[src/rtl/apb_pkg.sv]
// Shared APB definitions: default bus widths, slave memory depth and the
// transfer-phase enum used by both the requester and slave-side checkers.
`timescale 1ns/1ps
package apb_pkg;

  localparam int unsigned APB_ADDR_WIDTH = 32;
  localparam int unsigned APB_DATA_WIDTH = 8;
  localparam int unsigned MEM_DEPTH      = 256;

  typedef enum logic [1:0] {
    IDLE   = 2'd0,
    SETUP  = 2'd1,
    ACCESS = 2'd2
  } apb_state_e;

endpackage

[src/rtl/apb_master_bridge.sv]
// APB requester: turns a valid/ready command into SETUP/ACCESS transfers and
// reports each completion (data, slave error, wait-state timeout) on a one-cycle strobe.
`timescale 1ns/1ps
module apb_master_bridge
  import apb_pkg::*;
#(
  parameter int unsigned ADDR_WIDTH     = APB_ADDR_WIDTH,
  parameter int unsigned DATA_WIDTH     = APB_DATA_WIDTH,
  parameter int unsigned TIMEOUT_CYCLES = 16
) (
  input  logic                  PCLK,
  input  logic                  PRESETn,
  input  logic                  cmd_valid,
  output logic                  cmd_ready,
  input  logic                  cmd_write,
  input  logic [ADDR_WIDTH-1:0] cmd_addr,
  input  logic [DATA_WIDTH-1:0] cmd_wdata,
  output logic                  rsp_valid,
  output logic [DATA_WIDTH-1:0] rsp_rdata,
  output logic                  rsp_slverr,
  output logic                  rsp_timeout,
  output logic                  busy,
  output logic                  PSELx,
  output logic                  PENABLE,
  output logic                  PWRITE,
  output logic [ADDR_WIDTH-1:0] PADDR,
  output logic [DATA_WIDTH-1:0] PWDATA,
  input  logic [DATA_WIDTH-1:0] PRDATA,
  input  logic                  PREADY,
  input  logic                  PSLVERR,
  output apb_state_e            state_dbg
);

  // Command handshake: a command transfers on the rising edge where
  // cmd_valid && cmd_ready; cmd_* are don't-care while cmd_ready is low.
  // The response side has no backpressure: rsp_valid is a single-cycle pulse.

  localparam int unsigned CNT_W_RAW = $clog2(TIMEOUT_CYCLES + 1);
  localparam int unsigned CNT_W     = (CNT_W_RAW < 1) ? 1 : CNT_W_RAW;
  localparam logic [CNT_W-1:0] CNT_LIMIT = CNT_W'(TIMEOUT_CYCLES);

  apb_state_e            state_q, state_d;
  logic [CNT_W-1:0]      cnt_q, cnt_d, cnt_inc;
  logic                  psel_q, psel_d;
  logic                  penable_q, penable_d;
  logic                  pwrite_q, pwrite_d;
  logic [ADDR_WIDTH-1:0] paddr_q, paddr_d;
  logic [DATA_WIDTH-1:0] pwdata_q, pwdata_d;
  logic                  rsp_valid_q, rsp_valid_d;
  logic [DATA_WIDTH-1:0] rsp_rdata_q, rsp_rdata_d;
  logic                  rsp_slverr_q, rsp_slverr_d;
  logic                  rsp_timeout_q, rsp_timeout_d;
  logic                  timeout_hit;
  logic                  cmd_accept;

  assign cnt_inc = cnt_q + CNT_W'(1);

  // PREADY high on the limit cycle wins over the abort.
  assign timeout_hit = (TIMEOUT_CYCLES != 0) && (state_q == ACCESS) && !PREADY &&
                       (cnt_inc == CNT_LIMIT);

  assign cmd_ready  = (state_q == IDLE) || ((state_q == ACCESS) && PREADY && !timeout_hit);
  assign cmd_accept = cmd_valid && cmd_ready;

  always_comb begin
    state_d       = state_q;
    cnt_d         = cnt_q;
    pwrite_d      = pwrite_q;
    paddr_d       = paddr_q;
    pwdata_d      = pwdata_q;
    rsp_valid_d   = 1'b0;
    rsp_rdata_d   = rsp_rdata_q;
    rsp_slverr_d  = rsp_slverr_q;
    rsp_timeout_d = rsp_timeout_q;

    unique case (state_q)
      IDLE: begin
        if (cmd_accept) begin
          state_d  = SETUP;
          cnt_d    = '0;
          pwrite_d = cmd_write;
          paddr_d  = cmd_addr;
          pwdata_d = cmd_wdata;
        end
      end
      SETUP: begin
        state_d = ACCESS;
      end
      ACCESS: begin
        if (PREADY) begin
          rsp_valid_d   = 1'b1;
          rsp_rdata_d   = pwrite_q ? '0 : PRDATA;
          rsp_slverr_d  = PSLVERR;
          rsp_timeout_d = 1'b0;
          if (cmd_accept) begin
            state_d  = SETUP;
            cnt_d    = '0;
            pwrite_d = cmd_write;
            paddr_d  = cmd_addr;
            pwdata_d = cmd_wdata;
          end else begin
            state_d = IDLE;
          end
        end else if (timeout_hit) begin
          state_d       = IDLE;
          rsp_valid_d   = 1'b1;
          rsp_rdata_d   = '0;
          rsp_slverr_d  = 1'b1;
          rsp_timeout_d = 1'b1;
        end else begin
          cnt_d = cnt_inc;
        end
      end
      default: begin
        state_d = IDLE;
      end
    endcase

    // APB strobes are registered copies of the next phase.
    psel_d    = (state_d != IDLE);
    penable_d = (state_d == ACCESS);
  end

  always_ff @(posedge PCLK or negedge PRESETn) begin
    if (!PRESETn) begin
      state_q       <= IDLE;
      cnt_q         <= '0;
      psel_q        <= 1'b0;
      penable_q     <= 1'b0;
      pwrite_q      <= 1'b0;
      paddr_q       <= '0;
      pwdata_q      <= '0;
      rsp_valid_q   <= 1'b0;
      rsp_rdata_q   <= '0;
      rsp_slverr_q  <= 1'b0;
      rsp_timeout_q <= 1'b0;
    end else begin
      state_q       <= state_d;
      cnt_q         <= cnt_d;
      psel_q        <= psel_d;
      penable_q     <= penable_d;
      pwrite_q      <= pwrite_d;
      paddr_q       <= paddr_d;
      pwdata_q      <= pwdata_d;
      rsp_valid_q   <= rsp_valid_d;
      rsp_rdata_q   <= rsp_rdata_d;
      rsp_slverr_q  <= rsp_slverr_d;
      rsp_timeout_q <= rsp_timeout_d;
    end
  end

  assign PSELx       = psel_q;
  assign PENABLE     = penable_q;
  assign PWRITE      = pwrite_q;
  assign PADDR       = paddr_q;
  assign PWDATA      = pwdata_q;
  assign rsp_valid   = rsp_valid_q;
  assign rsp_rdata   = rsp_rdata_q;
  assign rsp_slverr  = rsp_slverr_q;
  assign rsp_timeout = rsp_timeout_q;
  assign busy        = (state_q != IDLE);
  assign state_dbg   = state_q;

endmodule

[config.mk]
export PLATFORM = sky130hd
export DESIGN_NAME = apb_master_bridge
export DESIGN_NICKNAME = d
export VERILOG_FILES = /design/src/rtl/apb_pkg.sv /design/src/rtl/apb_master_bridge.sv
export SDC_FILE = /design/constraint.sdc
export NUM_CORES = 1
export LEC_CHECK = 0
export BUFFER_PORTS_ARGS = -buffer_cell sky130_fd_sc_hd__buf_4
export CORE_MARGIN = 2
export CORE_UTILIZATION = 42
export CTS_CLUSTER_DIAMETER = 80
export CTS_CLUSTER_SIZE = 20
export DETAILED_ROUTE_END_ITERATION = 6
export PLACE_DENSITY_LB_ADDON = 0.2
export SETUP_SLACK_MARGIN = 0.1
export SLEW_MARGIN = 20
export SYNTH_ARGS = -nofsm -noshare
export SYNTH_HDL_FRONTEND = slang
export SYNTH_SLANG_ARGS = --single-unit
[constraint.sdc]
create_clock -name PCLK -period 1.7 [get_ports PCLK]
set_clock_uncertainty 0.2 [all_clocks]
set_input_delay 0.34 -clock PCLK [delete_from_list [all_inputs] [get_ports PCLK]]
set_output_delay 0.34 -clock PCLK [all_outputs]
set_load 0.05 [all_outputs]
## Yosys cells after proc, flatten, opt, wreduce, memory -nomap -nowiden

Cells that the tools add are included.
Widths: inputs -> output; s select.

- Flip-flop bits (word level): 61
- Bits in latches: 0
- Bits in writable memories: 0
- Bits in read-only memories: 0
- Output and inout port bits: 58
- Logic and storage cells: 61
- Memories: 0

- Add/subtract/negate cells: 1
- Multipliers: 0
- Divide/modulo/power cells: 0
- $lt $le $gt $ge: 0
- Equal/unequal tests: 6
- Shift-type cells: 0
- Mux-type cells: 27
- Bitwise gates (word level): 0
- Reductions and logical operators: 16

Operators with widths:

| cell | count |
|---|---|
| $mux 32 | 2 |
| $pmux 32 s2 | 1 |
| $mux 8 | 5 |
| $pmux 8 s2 | 1 |
| $mux 5 | 3 |
| $pmux 5 s2 | 1 |
| $mux 1 | 9 |
| $reduce_bool 2->1 | 4 |
| $mux 2 | 3 |
| $pmux 2 s3 | 1 |
| $reduce_and 2->1 | 3 |
| $add 5x1->5 const B | 1 |
| $eq 5x5->1 const B | 1 |
| $logic_and 1x1->1 | 5 |
| $eq 2x2->1 const B | 2 |
| $ne 3x3->1 const B | 1 |
| $eq 2x1->1 const B | 1 |
| $logic_not 1->1 | 2 |
| $logic_not 2->1 | 1 |
| $ne 2x2->1 const B | 1 |
| $pmux 1 s2 | 1 |
| $logic_or 1x1->1 | 1 |

## Depth between registers and ports, before layout

Gate-level depths: netlist of the first run.

- Depth after elaboration: 11
- Mapped depth: 6

## Least setup slack after synthesis of the first run

Ideal clock, no wire load.

- Kind: register -> output
- From: register state_q[0], in the netlist state_dbg[0]
- To: output port cmd_ready
- Arrival time: 1.495 ns
- Setup slack: -0.335 ns
- Cell stages (with the launch flop): 3
- Buffers on the path: 0
- Path through: dfrtp_1 or2_2 nand2_1

- Cells in the longest elaborated chain, start to end: 6
- Elaborated cells between the ends (all ways): 8
- Those cells by class: 1 x eq/ne; 7 x reduce/logical

Ends and longest elaborated chain:

| what | RTL line | RTL |
|---|---|---|
| from (decl) | apb_master_bridge.sv:42 | `apb_state_e state_q, state_d;` |
| from (signal assigned) | apb_master_bridge.sv:138 | `state_q <= state_d;` |
| $eq 2x2->1 | apb_master_bridge.sv:59, apb_master_bridge.sv:62 |  |
| $logic_and 1x1->1 (2 in a row) | apb_master_bridge.sv:59 | `assign timeout_hit = (TIMEOUT_CYCLES != 0) && (state_q == ACCESS) && !PREADY &&` |
| $logic_not 1->1 | apb_master_bridge.sv:62 | `assign cmd_ready = (state_q == IDLE) \|\| ((state_q == ACCESS) && PREADY && !timeout_hit);` |
| $logic_and 1x1->1 | apb_master_bridge.sv:62 |  |
| $logic_or 1x1->1 (*) | apb_master_bridge.sv:62 |  |
| to (decl) | apb_master_bridge.sv:14 | `output logic cmd_ready,` |

Mark *: on every way between the ends. The rest lies on a longest branch, timed or not.

## Worst setup path after layout of the first run

- From: register cnt_q[0]
- To: register rsp_rdata_q[2], in the netlist rsp_rdata[2]

- Cells in the longest elaborated chain, start to end: 5

Ends and longest elaborated chain:

| what | RTL line | RTL |
|---|---|---|
| from (decl) | apb_master_bridge.sv:43 | `logic [CNT_W-1:0] cnt_q, cnt_d, cnt_inc;` |
| from (signal assigned) | apb_master_bridge.sv:139 | `cnt_q <= cnt_d;` |
| $add 5x1->5 | apb_master_bridge.sv:56 | `assign cnt_inc = cnt_q + CNT_W'(1);` |
| $eq 5x5->1 | apb_master_bridge.sv:60 | `(cnt_inc == CNT_LIMIT);` |
| $logic_and 1x1->1 | apb_master_bridge.sv:59 |  |
| $reduce_bool 2->1 (no source line) | - |  |
| $reduce_and 2->1 (no source line) | - |  |
| to (signal assigned) | apb_master_bridge.sv:146 | `rsp_rdata_q <= rsp_rdata_d;` |
| to (decl) | apb_master_bridge.sv:50 | `logic [DATA_WIDTH-1:0] rsp_rdata_q, rsp_rdata_d;` |

No other way between the ends.
A chain may end at the register's enable or synchronous reset.

==> results of run 1 <==
## Yosys cell counts, types with 2 or more instances
master	instances	share of area, %
or2_2	2	0.51
dfrtp_1	61	63
a21oi_1	3	0.62
a22o_2	8	3.3
nor2_1	3	0.46
nand2b_1	2	0.51
mux2i_1	4	1.6
inv_1	2	0.31
ha_1	2	1.0
clkbuf_1	5	0.77
buf_1	3	0.46
nand2_1	136	21
nand3_1	2	0.41
## registers in the layout (all words and copies together) (netlist names)
register	count
state_dbg	2
PWRITE	1
PWDATA	8
rsp_slverr	1
cnt_q	5
PADDR	32
PENABLE	1
rsp_timeout	1
rsp_rdata	8
PSELx	1
rsp_valid	1
## worst max-delay path, cell delays in order, from the launching register on
cell	delay [ns]
dfrtp_1	0.41
ha_4	0.18
and3b_2	0.22
o221a_4	0.26
a31oi_4	0.12
a22o_2	0.29
## routing by layer
metal / global-route usage (%) / wire, um / vias to the layer above
li1: - / - / 1129
met3: 4.94 / 459 / 15
met2: 34.4 / 3780 / 97
met4: 9.15 / 149 / 0
met5: 0 / 0 / -
met1: 28.3 / 3170 / 1135
## layout make-up
class / instances / area, um^2 / area share, %
clock buffers: 12 / 145 / 3.19
flip-flops and latches: 61 / 1530 / 33.6
well taps: 72 / 90.1 / 1.98
multi-input cells: 177 / 1200 / 26.5
repair buffers: 164 / 1470 / 32.3
clock inverters: 4 / 95.1 / 2.09
inverters: 3 / 16.3 / 0.358
## cells by family after synthesis
logic type / count (synthesis) / synth area share, %
AOI/OAI and AO/OA: 17 / 6.93
xor gates and xnor gates: 2 / 1.03
adders and majority gates: 2 / 1.03
buffers and inverters: 12 / 1.90
DFF: 61 / 62.7
muxes: 4 / 1.64
and+or+nand+nor: 151 / 24.8
## power breakdown
part | leakage (uW) | total, uW | switching, uW | internal [uW]
sequential | 0.000762 | 2060 | 237 | 1830
clock | 0.000121 | 1540 | 527 | 1010
combinational | 0.00153 | 3110 | 2040 | 1080
total | 0.00241 | 6720 | 2800 | 3920
## repair_timing
item                       4_1_cts  5_1_grt
hold endpoints to repair        51        0
hold buffers                    30        0
setup endpoints to repair       19       46
pin swaps                       18       61
cloned                           1        6
setup buffers                    6        2
resized for setup               17       92
## worst paths after layout
path,startpoint,endpoint,slack [ns]
setup / recovery,cnt_q[0],rsp_rdata[2],-0.09
hold / removal,cmd_addr[14],PADDR[14],0.01
setup reg to reg,cnt_q[0],rsp_rdata[2],-0.09
hold reg to reg,PADDR[18],PADDR[18],0.28
max in group asynchronous,PRESETn,state_dbg[0],0.56
min in group asynchronous,PRESETn,PADDR[25],0.25
## stage by stage
stage / power (uW) / instances / cell area [um^2] / utilization, % / setup WS (ns)
floorplan: 3840 / 249 / 2460 / - / -0.0245
global placement: 4730 / 433 / 3450 / 62.2 / -0.0489
detailed placement: 4780 / 433 / 3450 / 62.2 / -0.104
CTS: 6470 / 486 / 4140 / 74.7 / -0.0859
global route: 7010 / 493 / 4550 / 82.1 / -0.155
finish: 6720 / 493 / 4550 / 82.1 / -0.0936
==> summary.md, run 1 <==
| Metric | Value |
|---|---|
| Status | `finished, violations left` |
| Failing checks | `setup timing` |
| Total negative slack | `-0.812 ns` |
| Clock Tree Buf Depth | `2` |
| Pre-antenna DRT Iters | `4` |
| Vias in the first global route | `2235` |
| CP startpoint kind | `flop` |
| Ys flop type | `dfrtp_1` |
| Slew HR | `66.2%` |
| Worst Max-Slew Pin Slew | `0.505 ns` |
| Critical path data required time | `1.71 ns` |
| WL final | `7.56 mm` |
| TritonCTS Buffers | `9` |
| Post-DRT Antenna Nets | `0` |
| Initial drt markers | `116` |
| Die W | `80.2 um` |
| Clock Sinks | `61` |
| I/O Buffers | `111` |
| Ports | `112` |
| Worst skew pair latency | `0.33 ns` |
| Starting Density | `44.0%` |
| Cell variety after synth | `29` |
| Final setup margin | `-0.0936 ns` |
| Pwr Density | `1480 nW/um^2` |
| Slew Limit Fails | `0` |
| Ant diodes | `0` |
| Hold Path Depth | `3` |
| H-tree lvl count | `3` |
| Rows | `27` |
| Setup crit end kind | `flop` |
| Maximum VDD drop | `1.05 mV` |
| Synth Cell Area | `2440 um^2` |
| Final Hold Vio Count | `0` |
| Min Tclk post-route | `1.79 ns` |
| Gr usage total | `21.6%` |
| Async SR Flop Fraction | `100%` |
| Core area | `5540 um^2` |
| Layout cells sized above 1 | `56.1%` |
| WHS | `0.0142 ns` |
| Filler instances | `352` |
| Post-synth EDFFs | `0` |
| Max-Cap Viols | `0` |
| Root Buffer Master | `clkbuf_8` |
| Die area | `6430 um^2` |
| Synth Area per Inst | `9.78 um^2` |
| Syn_nets | `305` |
| DP Wirelength | `4.15 mm` |
| Yosys warns | `0` |
| Vias/cell | `4.82` |
| #FFs+latches synth | `61` |
| Share of the yosys chip area belonging to registers | `62.7%` |
| Total global routing overflow | `0` |
| CTS tree | `built` |
| DRC violations left | `0` |
| Final Wtd Congestion | `0.780` |
| Synthesis-to-layout area growth | `86.7%` |
| Worst path arrival time | `1.80 ns` |
| Global-route wire length before repair | `10.5 mm` |
| Routed wire per std cell | `15.3 um` |
| Leak | `0.00241 uW` |
| Tcrit/Tclk final | `106%` |
| Die extent in y | `80.2 um` |
| Initial antenna violation count | `0` |
| Critical path peak fanout | `5` |
| Critical path type | `reg -> reg` |
| Clock-pin slew on the worst setup and hold paths | `0.07 ns` |
| Vias post-DR | `2376` |
| # nets final | `472` |
| Most frequent cells in the layout | `buf_4, nand2_1, dfrtp_1, nand2_2, dlygate4sd3_1` |
| Commonest non-fill, non-tap cell in the layout | `buf_4` |
| Hold Path Class | `in -> reg` |
| Max Fclk | `558 MHz` |
| Largest net degree at the start of global routing | `40` |
| Reg2reg path depth | `5` |
| Mapped Cells | `249` |
| Unrepaired setup endpoints after global routing | `yes` |
| Finish-stage setup viols | `12` |
Note: power is estimated with default switching activity, not from simulation.
==> inputs of run 2 (changes only) <==
--- a/config.mk
+++ b/config.mk
@@ -5,13 +5,14 @@
 export SDC_FILE = /design/constraint.sdc
 export NUM_CORES = 1
 export LEC_CHECK = 0
+export ABC_CLOCK_PERIOD_IN_PS = 1700
 export BUFFER_PORTS_ARGS = -buffer_cell sky130_fd_sc_hd__buf_4
 export CORE_MARGIN = 2
 export CORE_UTILIZATION = 42
 export CTS_CLUSTER_DIAMETER = 80
 export CTS_CLUSTER_SIZE = 20
 export DETAILED_ROUTE_END_ITERATION = 6
-export PLACE_DENSITY_LB_ADDON = 0.2
+export PLACE_DENSITY = 0.8
 export SETUP_SLACK_MARGIN = 0.1
 export SLEW_MARGIN = 20
 export SYNTH_ARGS = -nofsm -noshare
==> run 2 against run 1 <==
  * Design area down 0.96%
  * Critical endpoint is now cmd_ready
  * Global-route usage is 1.1 points lower
  * Fmax increased by 1.2%
  * Hold slack worse by 0.0083 ns
  * Critical path depth shrank 2
  * Final cell count decreased by 1.8%
  * First-iteration DRC count up 27%
  * Via count decreased by 0.29%
  * The flow still finishes with violations (setup timing)
  * Combinational power up 4%
  * Clock-buffer cell count did not move
  * Register-to-register slack improved by 0.02 ns
==> summary.md, run 2 (synthesis gave the netlist of run 1 again) <==
| Metric | Value |
|---|---|
| Status | `finished, violations left` |
| Failing checks | `setup timing` |
| Most frequent cells in the layout | `buf_4, nand2_1, dfrtp_1, nand2_2, nand2_4` |
| Final Hold Vio Count | `0 (unchanged)` |
| Post-DRT Antenna Nets | `0 (unchanged)` |
| Pre-antenna DRT Iters | `5 (+1)` |
| Min Tclk post-route | `1.77 ns (-0.0220 ns)` |
| H-tree lvl count | `3 (unchanged)` |
| Leak | `0.00239 uW (-0.85%)` |
| CP startpoint kind | `flop` |
| Buf/Inv on CP | `1 (+1)` |
| Initial drt markers | `147 (+27%)` |
| Total global routing overflow | `0 (unchanged)` |
| CP max stage cell | `dfrtp_2` |
| DP Wirelength | `4.25 mm (+2.5%)` |
| DP Worst Slack | `-0.0845 ns (+0.0197 ns)` |
| Number of flip-flops in the largest register | `32 (unchanged)` |
| Critical path data required time | `1.16 ns (-0.55 ns)` |
| Pwr Density | `1460 nW/um^2 (-1.4%)` |
| Commonest non-fill, non-tap cell in the layout | `buf_4` |
| Critical Path Max Stage Delay | `0.42 ns (about the same)` |
| Unrepaired setup endpoints after global routing | `yes` |
| Gr usage total | `20.5% (-1.1 points)` |
| # nets final | `463 (-1.9%)` |
| CTS tree | `built` |
| Tcrit/Tclk final | `104% (-1.3 points)` |
| Layout cells sized above 1 | `60.0% (+3.9 points)` |
| Clock Sinks | `61 (unchanged)` |
| Initial antenna violation count | `0 (unchanged)` |
| Worst path arrival time | `1.23 ns (-0.57 ns)` |
| Final setup margin | `-0.0716 ns (+0.0220 ns)` |
| Clock-pin slew on the worst setup and hold paths | `0.07 ns (about the same)` |
| Vias/cell | `4.89 (+1.6%)` |
| Max Fclk | `564 MHz (+1.2%)` |
| Critical path peak fanout | `3 (-2)` |
| Synthesis-to-layout area growth | `85.0%` |
| Max-Cap Viols | `0 (unchanged)` |
| Critical path's top delay family | `flip-flops` |
| Maximum VDD drop | `0.821 mV (-22%)` |
| Vias in the first global route | `2224 (-0.49%)` |
| DRC violations left | `0 (unchanged)` |
| Root Buffer Master | `clkbuf_8` |
| Die extent in y | `80.2 um (unchanged)` |
| Cell area after placement | `3440 um^2 (-0.22%)` |
| Ant diodes | `0 (unchanged)` |
| Critical path depth in cells | `3 (-2)` |
| Post-route cell area | `4510 um^2 (-0.96%)` |
| Critical path type | `reg -> out` |
| Clock Tree Buf Depth | `2 (unchanged)` |
| Worst Max-Slew Pin Slew | `0.464 ns (-0.0419 ns)` |
| Core area | `5540 um^2 (unchanged)` |
| Final Wtd Congestion | `0.777 (-0.47%)` |
| Global-route wire length before repair | `10.3 mm (-2.5%)` |
| Slew HR | `69.0% (+2.8 points)` |
| Starting Density | `44.0% (unchanged)` |
| Ports | `112 (unchanged)` |
| Largest net degree at the start of global routing | `43 (+7.5%)` |
| Slew Limit Fails | `0 (unchanged)` |
| Utilization after layout | `81.3% (-0.79 points)` |
| Finish-stage setup viols | `15 (+3)` |
| Vias post-DR | `2369 (-0.29%)` |
| Die W | `80.2 um (unchanged)` |
| Hold Path Class | `in -> reg` |
| Routed wire per std cell | `16.6 um (+7.9%)` |
| Total negative slack | `-0.607 ns (+0.205 ns)` |
| Die area | `6430 um^2 (unchanged)` |
| Non-Filler Instances | `484 (-1.8%)` |
| Rows | `27 (unchanged)` |
| Reg2reg path depth | `5 (unchanged)` |
| WL final | `8.01 mm (+6.0%)` |
| Hold Path Depth | `3 (unchanged)` |
| I/O Buffers | `111 (unchanged)` |
| TritonCTS Buffers | `9 (unchanged)` |
| Worst skew pair latency | `0.32 ns (about the same)` |
| Worst path cell trace | `or2_4 -> nand2_4 -> buf_8` |
| Placed insts | `432 (-0.23%)` |
| Setup crit end kind | `output pin` |
-- run 2: worst paths after layout --
kind                                 to  slack [ns]    startpoint
max                           cmd_ready       -0.07  state_dbg[1]
min                           PWDATA[5]       0.006  cmd_wdata[5]
max reg2reg                rsp_rdata[5]       -0.07      cnt_q[1]
min reg2reg                   PADDR[12]        0.27     PADDR[12]
max in group asynchronous     PWDATA[0]        0.52       PRESETn
min in group asynchronous     rsp_valid        0.27       PRESETn
-- run 2: where the power goes --
part           switching (uW)  internal, uW  total [uW]
clock                     542           714        1260
sequential                244          1830        2070
combinational            2080          1150        3230
-- run 2: layout make-up --
class	instances	area (um^2)
Sequential cell	61	1530
Timing Repair Buffer	155	1460
Multi-Input combinational cell	177	1210
Fill cell	329	1030
Clock buffer	12	145
Tap cell	72	90.1
Clock inverter	4	47.5
Inverter	3	23.8
-- run 2: worst min-delay path: stages --
cell	delay, ns
buf_4	0.08
nand2_2	0.03
nand2_1	0.04
-- run 2: per-stage QoR --
step                      hold WS [ns]  power, uW
after floorplan                 -0.156       3840
after global placement          0.0774       4720
after detailed placement        0.0780       4770
after CTS                     0.000254       6130
after global routing           0.00504       6830
final                          0.00590       6560
-- run 2: repair_timing --
item,CTS,global route
pin swaps,9,49
cloned,1,11
setup buffers,7,3
hold endpoints to repair,39,0
gates resized for setup,19,102
hold buffers,14,0
setup endpoints to repair,19,65
-- run 2: metal layers --
| metal | part of all wire, % | vias up | GRT usage (%) |
|---|---|---|---|
| li1 | - | 1117 | - |
| met1 | 43 | 1163 | 25.6 |
| met2 | 50 | 80 | 34.3 |
| met3 | 5.7 | 9 | 5.62 |
| met4 | 1.2 | 0 | 7.12 |
| met5 | 0 | - | 0 |
==> inputs of run 3 (changes only) <==
--- a/config.mk
+++ b/config.mk
@@ -5,14 +5,15 @@
 export SDC_FILE = /design/constraint.sdc
 export NUM_CORES = 1
 export LEC_CHECK = 0
+export ABC_AREA = 1
 export ABC_CLOCK_PERIOD_IN_PS = 1700
 export BUFFER_PORTS_ARGS = -buffer_cell sky130_fd_sc_hd__buf_4
-export CORE_MARGIN = 2
+export CORE_MARGIN = 1
 export CORE_UTILIZATION = 42
 export CTS_CLUSTER_DIAMETER = 80
 export CTS_CLUSTER_SIZE = 20
 export DETAILED_ROUTE_END_ITERATION = 6
-export PLACE_DENSITY = 0.8
+export PLACE_DENSITY = 0.79
 export SETUP_SLACK_MARGIN = 0.1
 export SLEW_MARGIN = 20
 export SYNTH_ARGS = -nofsm -noshare
==> run 3 against run 2 <==
  * The run still ends with setup timing left
  * Utilization shrank 5.5 points
  * Clock-buffer cell count is 1 lower
  * Non-clock buffer count increased by 5
  * Setup slack improved by 0.033 ns
  * Design area is 5.6% lower
  * Global-route usage rose by 3.1 points
  * Clock power rose by 9%
==> summary.md, run 3 <==
| Metric | Value |
|---|---|
| Worst path cell trace | `inv_2 -> nand2_4 -> nor2_4 -> nor2_4 -> buf_8` |
| Total global routing overflow | `0 (unchanged)` |
| CP startpoint kind | `flop` |
| Maximum VDD drop | `0.833 mV (+1.4%)` |
| CP max stage cell | `dfrtp_2` |
| Slew HR | `76.4% (+7.4 points)` |
| Tcrit/Tclk final | `102% (-1.9 points)` |
| Critical Path Max Stage Delay | `0.41 ns (about the same)` |
| Core area | `5610 um^2 (+1.2%)` |
| Slew Limit Fails | `0 (unchanged)` |
| Clock-pin slew on the worst setup and hold paths | `0.07 ns (about the same)` |
| Worst skew pair latency | `0.33 ns (about the same)` |
| Unrepaired setup endpoints after global routing | `yes` |
| Critical path's top delay family | `flip-flops` |
| Total power | `6010 uW (-8.3%)` |
| Post-synth EDFFs | `0 (unchanged)` |
| TritonCTS Buffers | `9 (unchanged)` |
| WHS | `0.00382 ns (-0.00209 ns)` |
| DP Worst Slack | `-0.0389 ns (+0.0456 ns)` |
| Biggest area consumer among synthesized cells | `dfrtp_1` |
| Ports | `112 (unchanged)` |
| Ys flop type | `dfrtp_1` |
| Max Fclk | `575 MHz (+1.9%)` |
| Commonest non-fill, non-tap cell in the layout | `nand2_1` |
| Yosys warns | `0 (unchanged)` |
| Non-Filler Instances | `527 (+8.9%)` |
| Synth cell count leaders | `nand2_1, dfrtp_1, nand3_1` |
| Layout cells sized above 1 | `39.8% (-20 points)` |
| Number of flip-flops in the largest register | `32 (unchanged)` |
| Rows | `27 (unchanged)` |
| Most frequent cells in the layout | `nand2_1, buf_4, dfrtp_1, dlygate4sd3_1, buf_6` |
| Buf/Inv on CP | `2 (+1)` |
| Post-DRT Antenna Nets | `0 (unchanged)` |
| Status | `finished, violations left` |
| Seq pwr share | `33.4% (+1.8 points)` |
| Pwr Density | `1410 nW/um^2 (-2.8%)` |
| Switching share of power | `42.5% (-1.2 points)` |
| Mapped Cells | `289 (+16%)` |
| Worst Max-Slew Pin Slew | `0.355 ns (-0.109 ns)` |
| Die extent in y | `79.2 um (-1.2%)` |
| Finish-stage setup viols | `3 (-12)` |
| Final setup margin | `-0.0388 ns (+0.0329 ns)` |
| Share of the yosys chip area belonging to registers | `61.0% (-1.6 points)` |
| Vias in the first global route | `2464 (+11%)` |
| I/O Buffers | `111 (unchanged)` |
| Vias post-DR | `2516 (+6.2%)` |
| DP Wirelength | `4.10 mm (-3.6%)` |
| Clock network fraction of total power | `22.8% (+3.7 points)` |
| Setup crit end kind | `output pin` |
| Placed insts | `472 (+9.3%)` |
| Count leader, synth | `nand2_1` |
| WL final | `7.33 mm (-8.5%)` |
| Post-route cell area | `4250 um^2 (-5.6%)` |
| Clock Sinks | `61 (unchanged)` |
| Die W | `79.2 um (-1.2%)` |
| Syn_nets | `345 (+13%)` |
| Leak | `0.00230 uW (-4.0%)` |
| Cell area after placement | `3440 um^2 (about the same)` |
| Global-route wire length before repair | `11.3 mm (+9.8%)` |
| Worst path arrival time | `1.20 ns (-0.03 ns)` |
| Pre-antenna DRT Iters | `4 (-1)` |
| Max-Cap Viols | `0 (unchanged)` |
| Post-synth top area share | `61.0% (-1.6 points)` |
| Synth area leaders | `dfrtp_1, nand2_1, nand3_1, buf_6, inv_1` |
| #FFs+latches synth | `61 (unchanged)` |
| Ant diodes | `0 (unchanged)` |
| Initial drt markers | `162 (+10%)` |
| Gr usage total | `23.6% (+3.1 points)` |
| Critical path data required time | `1.16 ns (about the same)` |
| Hold Path Class | `in -> reg` |
| Most used cell, CP | `nor2_4` |
| Failing checks | `setup timing` |
| Cell variety after synth | `18 (-38%)` |
| Async SR Flop Fraction | `100% (unchanged)` |
| Final Hold Vio Count | `0 (unchanged)` |
| Clock Tree Buf Depth | `2 (unchanged)` |
| Internal Power | `3460 uW (-6.4%)` |
| Min Tclk post-route | `1.74 ns (-0.0329 ns)` |
| Synth Area per Inst | `8.65 um^2 (-12%)` |
| Comb power frac | `43.9% (-5.4 points)` |
| # nets final | `506 (+9.3%)` |
| Root Buffer Master | `clkbuf_8` |
| Final Wtd Congestion | `0.785 (+1.1%)` |
| Largest net degree at the start of global routing | `43 (unchanged)` |
| H-tree lvl count | `3 (unchanged)` |
| Initial antenna violation count | `0 (unchanged)` |
| Critical path type | `reg -> out` |
| CTS tree | `built` |
| Die area | `6270 um^2 (-2.5%)` |
| Psw | `2560 uW (-11%)` |
| Vias/cell | `4.77 (-2.5%)` |
| Critical path peak fanout | `2 (-1)` |
| Routed wire per std cell | `13.9 um (-16%)` |
| Synthesis-to-layout area growth | `70.0%` |
| Synth Cell Area | `2500 um^2 (+2.7%)` |
| Starting Density | `44.6% (+0.63 points)` |
| DRC violations left | `0 (unchanged)` |
-- run 3: cell count changes in the layout (fill, tap and decap cells not counted), moves of 6 or more --
| cell | change |
|---|---|
| nor2_4 | +6 |
| nand2_2 | -39 |
| nand2_4 | -12 |
| dlygate4sd3_1 | +16 |
| a22o_2 | -8 |
| clkbuf_16 | -7 |
| nand2_1 | +89 |
-- run 3: cell type report --
cell class,instances,area (um^2)
clock buffers,11,131
fillers,389,1360
flip-flops and latches,61,1530
repair buffers,160,1340
multi-input cells,207,1030
inverters,11,53.8
well taps,72,90.1
clock inverters,5,75.1
-- run 3: routing by layer --
metal	global-route usage, %	part of all wire, %	vias to the layer above
met4	12.4	2.7	0
met1	28.7	39	1181
met5	0	0	-
met3	4.02	5.7	18
met2	40.0	52	112
li1	-	-	1205
-- run 3: path summary, 6_finish.rpt --
kind                               from      endpoint  slack, ns  cells after the start
max                        state_dbg[0]     cmd_ready      -0.04                      5
min                        cmd_addr[25]     PADDR[25]      0.004                      3
max reg2reg                    cnt_q[0]      cnt_q[0]      -0.03                      8
min reg2reg                rsp_rdata[4]  rsp_rdata[4]       0.27                      2
max in group asynchronous       PRESETn      cnt_q[1]       0.53                      3
min in group asynchronous       PRESETn         PSELx       0.26                      2
-- run 3: stage by stage --
stage / setup TNS, ns / util (%)
3_5_place_dp: -0.234 / 61.4
4_1_cts: -0.0478 / 72.9
3_3_place_gp: 0 / 61.4
2_1_floorplan: -7.58 / -
6_report: -0.0799 / 75.8
5_1_grt: -0.892 / 75.8
-- run 3: cell families after synthesis --
family,synth area share (%)
AND/OR/NAND/NOR,32.4
AO/OA/AOI/OAI,0.700
buffers and inverters,4.85
flip-flops,61.0
adder cells (fa/ha/maj),1.00
-- run 3: what timing repair did --
| action | 4_1_cts | 5_1_grt |
|---|---|---|
| gates resized for setup | 26 | 37 |
| gates cloned | 0 | 0 |
| pin swaps | 10 | 19 |
| setup endpoints to repair | 62 | 63 |
| endpoints found under the hold margin | 54 | 0 |
| buffers inserted | 5 | 5 |
| hold buffers | 30 | 0 |
-- run 3: power by group through the flow --
stage	logic, uW	clock network (uW)	registers, uW
after floorplan	452	0	3160
after global placement	2400	0	2000
after detailed placement	2440	0	2000
after CTS	2550	1390	1990
after global routing	2780	1470	2040
final	2640	1370	2010
-- run 3: tightest hold or removal path: stages --
cell and delay, ns:
buf_4 0.07, nand2_1 0.04, nand2_1 0.05
